[src/rtl/seg7_pkg.sv]
// Shared seg7 code set: display codes, active-low segment patterns (abcdefg, a = MSB)
// and the scan-capture FSM states.
package seg7_pkg;

  localparam logic [3:0] CODE_A      = 4'hA;
  localparam logic [3:0] CODE_P      = 4'hB;
  localparam logic [3:0] CODE_DASH   = 4'hC;
  localparam logic [3:0] CODE_TRIPLE = 4'hD;
  localparam logic [3:0] CODE_BAD    = 4'hE;
  localparam logic [3:0] CODE_OFF    = 4'hF;

  localparam logic [6:0] PAT_0      = 7'b0000001;
  localparam logic [6:0] PAT_1      = 7'b1001111;
  localparam logic [6:0] PAT_2      = 7'b0010010;
  localparam logic [6:0] PAT_3      = 7'b0000110;
  localparam logic [6:0] PAT_4      = 7'b1001100;
  localparam logic [6:0] PAT_5      = 7'b0100100;
  localparam logic [6:0] PAT_6      = 7'b0100000;
  localparam logic [6:0] PAT_7      = 7'b0001111;
  localparam logic [6:0] PAT_8      = 7'b0000000;
  localparam logic [6:0] PAT_9      = 7'b0000100;
  localparam logic [6:0] PAT_A      = 7'b0001000;
  localparam logic [6:0] PAT_P      = 7'b0011000;
  localparam logic [6:0] PAT_DASH   = 7'b1111110;
  localparam logic [6:0] PAT_TRIPLE = 7'b0110110;
  localparam logic [6:0] PAT_OFF    = 7'b1111111;

  typedef enum logic [1:0] {
    ST_IDLE     = 2'd0,
    ST_SETTLE   = 2'd1,
    ST_LOCKED   = 2'd2,
    ST_CONFLICT = 2'd3
  } scan_state_e;

endpackage

[src/rtl/seg7_pattern_decode.sv]
// Combinational inverse of the seg7 encoder: segment pattern -> display code,
// with a flag for patterns outside the code set.
module seg7_pattern_decode
  import seg7_pkg::*;
(
  input  logic [6:0] seg,
  output logic [3:0] code,
  output logic       invalid
);

  // Pattern lookup; unknown patterns map to the bad code.
  always_comb begin
    code    = CODE_BAD;
    invalid = 1'b0;
    case (seg)
      PAT_0:      code = 4'h0;
      PAT_1:      code = 4'h1;
      PAT_2:      code = 4'h2;
      PAT_3:      code = 4'h3;
      PAT_4:      code = 4'h4;
      PAT_5:      code = 4'h5;
      PAT_6:      code = 4'h6;
      PAT_7:      code = 4'h7;
      PAT_8:      code = 4'h8;
      PAT_9:      code = 4'h9;
      PAT_A:      code = CODE_A;
      PAT_P:      code = CODE_P;
      PAT_DASH:   code = CODE_DASH;
      PAT_TRIPLE: code = CODE_TRIPLE;
      PAT_OFF:    code = CODE_OFF;
      default: begin
        code    = CODE_BAD;
        invalid = 1'b1;
      end
    endcase
  end

endmodule

[src/rtl/seg7_scan_capture.sv]
// Display-bus monitor: qualifies each multiplexed scan slot for STABLE_CYCLES
// identical samples, then stores the decoded code of the selected digit.
module seg7_scan_capture
  import seg7_pkg::*;
#(
  parameter int N_DIGITS      = 6,
  parameter int STABLE_CYCLES = 4,
  localparam int IW = (N_DIGITS > 1) ? $clog2(N_DIGITS) : 1
) (
  input  logic                  clk,
  input  logic                  rst,
  input  logic [N_DIGITS-1:0]   an,
  input  logic [6:0]            seg,
  output logic [4*N_DIGITS-1:0] digits,
  output logic [N_DIGITS-1:0]   digit_valid,
  output logic                  update,
  output logic [IW-1:0]         upd_idx,
  output logic                  bad_pattern,
  output logic                  bad_select
);

  localparam int CW = $clog2(STABLE_CYCLES + 1);
  localparam logic [CW-1:0] CNT_ZERO = CW'(0);
  localparam logic [CW-1:0] CNT_ONE  = CW'(1);
  localparam logic [CW-1:0] CNT_MAX  = CW'(STABLE_CYCLES);

  logic [N_DIGITS-1:0] an_r;
  logic [6:0]          seg_r;
  logic [N_DIGITS-1:0] an_prev_r;
  logic [6:0]          seg_prev_r;

  logic                changed_s;
  logic                all_high_s;
  logic                one_hot_s;
  logic [IW-1:0]       idx_s;
  logic [3:0]          code_s;
  logic                invalid_s;

  scan_state_e         state_r;
  scan_state_e         state_nxt_s;
  logic [CW-1:0]       count_r;
  logic [CW-1:0]       count_nxt_s;
  logic [CW-1:0]       cnt_inc_s;
  logic                capture_s;
  logic                conflict_entry_s;

  logic [3:0]          digits_r [N_DIGITS];

  // Input stage plus one-sample history for the change comparator; resets to an idle bus.
  always_ff @(posedge clk or posedge rst) begin
    if (rst) begin
      an_r       <= '1;
      seg_r      <= 7'h7F;
      an_prev_r  <= '1;
      seg_prev_r <= 7'h7F;
    end else begin
      an_r       <= an;
      seg_r      <= seg;
      an_prev_r  <= an_r;
      seg_prev_r <= seg_r;
    end
  end

  assign changed_s  = (an_r != an_prev_r) || (seg_r != seg_prev_r);
  assign all_high_s = &an_r;
  assign one_hot_s  = $onehot(~an_r);

  // Anode-to-index encoder; only meaningful when exactly one anode is low.
  always_comb begin
    idx_s = '0;
    for (int i = 0; i < N_DIGITS; i++) begin
      idx_s = (!an_r[i]) ? IW'(i) : idx_s;
    end
  end

  seg7_pattern_decode u_decode (
    .seg     (seg_r),
    .code    (code_s),
    .invalid (invalid_s)
  );

  // State and qualification counter registers.
  always_ff @(posedge clk or posedge rst) begin
    if (rst) begin
      state_r <= ST_IDLE;
      count_r <= CNT_ZERO;
    end else begin
      state_r <= state_nxt_s;
      count_r <= count_nxt_s;
    end
  end

  assign cnt_inc_s = (count_r >= CNT_MAX) ? CNT_MAX : (count_r + CNT_ONE);

  // A changed sample restarts by anode class; otherwise only SETTLE makes progress.
  always_comb begin
    state_nxt_s      = state_r;
    count_nxt_s      = count_r;
    capture_s        = 1'b0;
    conflict_entry_s = 1'b0;
    if (changed_s) begin
      if (all_high_s) begin
        state_nxt_s = ST_IDLE;
        count_nxt_s = CNT_ZERO;
      end else if (one_hot_s) begin
        count_nxt_s = CNT_ONE;
        if (CNT_ONE == CNT_MAX) begin
          state_nxt_s = ST_LOCKED;
          capture_s   = 1'b1;
        end else begin
          state_nxt_s = ST_SETTLE;
        end
      end else begin
        state_nxt_s      = ST_CONFLICT;
        count_nxt_s      = CNT_ZERO;
        conflict_entry_s = 1'b1;
      end
    end else begin
      case (state_r)
        ST_SETTLE: begin
          count_nxt_s = cnt_inc_s;
          if (cnt_inc_s == CNT_MAX) begin
            state_nxt_s = ST_LOCKED;
            capture_s   = 1'b1;
          end else begin
            state_nxt_s = ST_SETTLE;
          end
        end
        default: begin
          state_nxt_s = state_r;
          count_nxt_s = count_r;
        end
      endcase
    end
  end

  // Digit register file and registered event pulses.
  always_ff @(posedge clk or posedge rst) begin
    if (rst) begin
      for (int i = 0; i < N_DIGITS; i++) begin
        digits_r[i] <= CODE_OFF;
      end
      digit_valid <= '0;
      update      <= 1'b0;
      upd_idx     <= '0;
      bad_pattern <= 1'b0;
      bad_select  <= 1'b0;
    end else begin
      update      <= 1'b0;
      bad_pattern <= 1'b0;
      bad_select  <= conflict_entry_s;
      if (capture_s) begin
        digits_r[idx_s]    <= code_s;
        digit_valid[idx_s] <= 1'b1;
        update             <= (digits_r[idx_s] != code_s) || !digit_valid[idx_s];
        upd_idx            <= idx_s;
        bad_pattern        <= invalid_s;
      end
    end
  end

  for (genvar g = 0; g < N_DIGITS; g++) begin : g_flat
    assign digits[4*g +: 4] = digits_r[g];
  end

endmodule
[config.mk]
export PLATFORM = sky130hd
export DESIGN_NAME = seg7_scan_capture
export DESIGN_NICKNAME = d
export VERILOG_FILES = /design/src/rtl/seg7_pkg.sv /design/src/rtl/seg7_pattern_decode.sv /design/src/rtl/seg7_scan_capture.sv
export SDC_FILE = /design/constraint.sdc
export NUM_CORES = 1
export LEC_CHECK = 0
export ABC_CLOCK_PERIOD_IN_PS = 2700
export CORE_MARGIN = 1.5
export CORE_UTILIZATION = 30
export CTS_CLUSTER_SIZE = 28
export DETAILED_ROUTE_END_ITERATION = 8
export GPL_ROUTABILITY_DRIVEN = 0
export HOLD_SLACK_MARGIN = 0.12
export PLACE_DENSITY = 0.58
export SLEW_MARGIN = 20
export SYNTH_ARGS = -nofsm -noshare
export SYNTH_HDL_FRONTEND = slang
export SYNTH_SLANG_ARGS = --single-unit
[constraint.sdc]
create_clock -name clk -period 2.7 [get_ports clk]
set_clock_uncertainty 0.05 [all_clocks]
set_input_delay 0.54 -clock clk [delete_from_list [all_inputs] [get_ports clk]]
set_output_delay 0.54 -clock clk [all_outputs]
set_load 0.05 [all_outputs]
==> impl_results.md <==
- Status: complete, but fails checks
- Failing checks: setup timing
- Syn Nets: 298
- Global-route wire length before repair: about 12,000 um
- Post-route cell area: 4310 um2
- Post-place setup slack: -0.0718 ns
- Slew Viols, Final: 0
- DIE WIDTH: between 100 and 150 um
- Fmax: 368 MHz
- Syn. warnings: 0
- CTS Hold Bufs: 0
- Die Y: 108 um
- Top Ports: between 50 and 60
- Syn_area_per_cell: between 10 and 15 um2
- Mux share of post-synthesis cell area: 0.130
- Synth area leaders: dfstp_2 40%, dfrtp_1 13%, mux2_2 4.1%
- Synth Area in Compound Gates: 0.0778
- # DRC: 0
- Mapped Area: between 3000 and 4000 um2
- Post-route setup TNS: -0.0172 ns
- Filler cells: around 1,100
- Clock Tree Root: clkbuf_8
- Main synth FF type: dfstp_2
- Largest delay share family, worst path: adder cells
- DIE AREA: 11,600 um2
- Crit Path Class: register to register
- Dpl hpwl: ~5400 um
- Initial antenna violation count: 0
- Global route overflow: 0
- Slowest CP cell: dfstp_2
- DRT antenna net count: 0
- DRT iter0 DRCs: slightly below 100
- CTS tree: built
- DP Area: roughly 4000 um2
- Area leader, netlist: dfstp_2
- Final #Nets: 372
- Buf+Inv Stages, Crit Path: 2
- EDFF count, synth: 0
- Worst vdd ir: roughly 0.00020 V
- Worst Path Arrival: ~3 ns
- CP required: 2.92 ns
- Synth Area in XOR/XNOR: 0.0480
- DR WL/cell: around 15 um
- Worst setup SP type: register
- Synth Area in Simple Gates: 0.139
- Vias per cell: around 4.6
- Post-Syn Instances: approximately 280
- Initial cell density of the core: 0.305
- Min Tclk post-route: ~2.7 ns
- #FFs+latches synth: 67
- Row count: 38
- Worst Path Max Fanout: 4
- Core Area: around 11,000 um2
- CTS Buf Count: 9
- FF+latch area: around 1700 um2
- Post-synth ARST share: 1.00
- Final Core Density: 0.401
- Setup WS post-layout: -0.0172 ns
- Max-cap violations: 0
- H-tree Lvls: 3
- Final cell count without fillers: 495
- Period utilization: 1.01
- CTS Sinks: 67
- Worst-path cell chain: inv_2, fa_1, fa_1, ha_2, inv_2, fa_1, nand3_1, nand2b_1, mux2i_1
- RSZ-0062 raised after global routing: yes
- CP peak stage delay: roughly 0.58 ns
- Worst Hold Class: register to register
- Vias: ~2,300
- Synth top area share: 0.400
- Power density cells: ~500 nW/um2
- Inserted Diodes: 0
- P&R area growth vs syn: 31.5%
- Critical Path End Type: register
- Pleak: about 1.8 nW
- Post-Route WL: 7510 um
- Total track usage: 0.139
- Layout cell share with drive strength beyond 1: 0.346
- Final-report hold violation count: 0
- Worst Max-Slew Pin Slew: around 0.54 ns
- Main combinational cell family by area after synthesis: simple AND/OR/NAND/NOR gates
- Clk buf depth: 2
- Yosys cell types: 55
- Register area share after synthesis: 0.530
- Clock Latency Late Sink: roughly 0.35 ns
- Number of global-route vias before repair: 2,344
- Worst-path clk slew: 0.07 ns
- Pin count of the biggest net entering global routing: 68
- Final setup fails: 1
- Area occupied by multi-input gates: roughly 1400 um2
- First-pass iteration count of the detailed router: 4
- CP most frequent cell: fa_1
- Slew HR: 0.635
- Cells after DPL: ~480
- Area share of fa/ha/maj cells after synthesis: 0.0335
- Port Buffers: 50
## cells in the mapped netlist, drive strengths merged, types with 8 or more instances
cell    count
dfstp      50
dfrtp      17
mux2       26
xnor2      11
inv        17
nand2      17
nor2       11
a21oi       9
mux2i      12
clkbuf      8
## flip-flops by register name, summed over array words and instances, names as in the netlist, 2 cells and up
signal	flops
count_r	3
state_r	2
seg_r	7
seg_prev_r	7
digit_valid	6
an_prev_r	6
digits	24
upd_idx	3
an_r	6
## stage by stage
| stage | power, mW | hold WS [ns] |
|---|---|---|
| after floorplan | 1.25 | 0.303 |
| after global placement | 1.33 | 0.331 |
| after detailed placement | 1.34 | 0.342 |
| after CTS | 2.19 | 0.359 |
| after global routing | 2.28 | 0.353 |
| final | 2.17 | 0.350 |
## layout make-up
type                    count  area share
well taps                 140      0.0406
clock inverters             7      0.0180
multi-input cells         178       0.329
repair buffers             77       0.166
clock buffers               9      0.0287
inverters                  17      0.0148
flip-flops and latches     67       0.403
## kinds of logic (layout without fill, tap and decap cells)
kind of cell	count (synthesis)	in the layout
and+or+nand+nor	79	79
DFF	67	67
muxes	38	38
AOI/OAI and AO/OA	36	36
buffers and inverters	31	110
xor gates and xnor gates	18	18
adders and majority gates	7	7
## final timing paths
check,start,to,slack (ns),cells after the start
min in group asynchronous,rst,bad_pattern,0.52,3
worst max register to register,an_r[3],count_r[0],-0.02,9
worst min-delay path,an_r[3],an_prev_r[3],0.35,0
worst min register to register,an_r[3],an_prev_r[3],0.35,0
worst max-delay path,an_r[3],count_r[0],-0.02,9
max in group asynchronous,rst,digits[2],1.74,3
## cell usage in the layout, fill, tap and decap left out, types with 4 or more instances in the layout
cell	Yosys	routed
dfstp_2	50	50
clkdlybuf4s50_1	0	50
buf_4	0	26
dfrtp_1	17	17
nand2_1	16	16
mux2_2	12	12
mux2i_1	12	12
inv_1	16	11
nor2_1	11	11
xnor2_1	11	11
mux2_1	10	10
a21oi_1	9	9
clkbuf_8	0	9
xor2_1	7	7
nand2b_1	7	7
inv_2	1	6
nor3_1	5	5
nor2b_1	5	5
and2_1	5	5
mux2_4	4	4
nand3_1	4	4
clkinvlp_4	0	4
## timing repair
action	4_1_cts	5_1_grt
buffers inserted	0	3
pin swaps	1	3
endpoints found under the setup margin	9	19
gates resized for setup	3	5
## worst reg2reg max path, delay by kind of cell (launching register included)
kind	cells	cell delay (ns)
DFF	1	0.58
and+or+nand+nor	2	0.22
muxes	1	0.11
adders and majority gates	4	1.61
buffers and inverters	2	0.09
## per-layer routing
| layer | up-vias | track usage | part of all wire |
|---|---|---|---|
| met5 | - | 0 | 0 |
| li1 | 1117 | - | - |
| met1 | 1107 | 0.186 | 0.48 |
| met2 | 54 | 0.212 | 0.46 |
| met4 | 0 | 0.0714 | 0.024 |
| met3 | 13 | 0.0291 | 0.041 |
## report_power, final
group	internal, mW	switching [mW]	leakage, nW
sequential	1.05	0.0232	0.744
clock	0.430	0.404	0.0881
combinational	0.109	0.147	0.981
total	1.59	0.574	1.81
(Power assumes the default switching activity.)
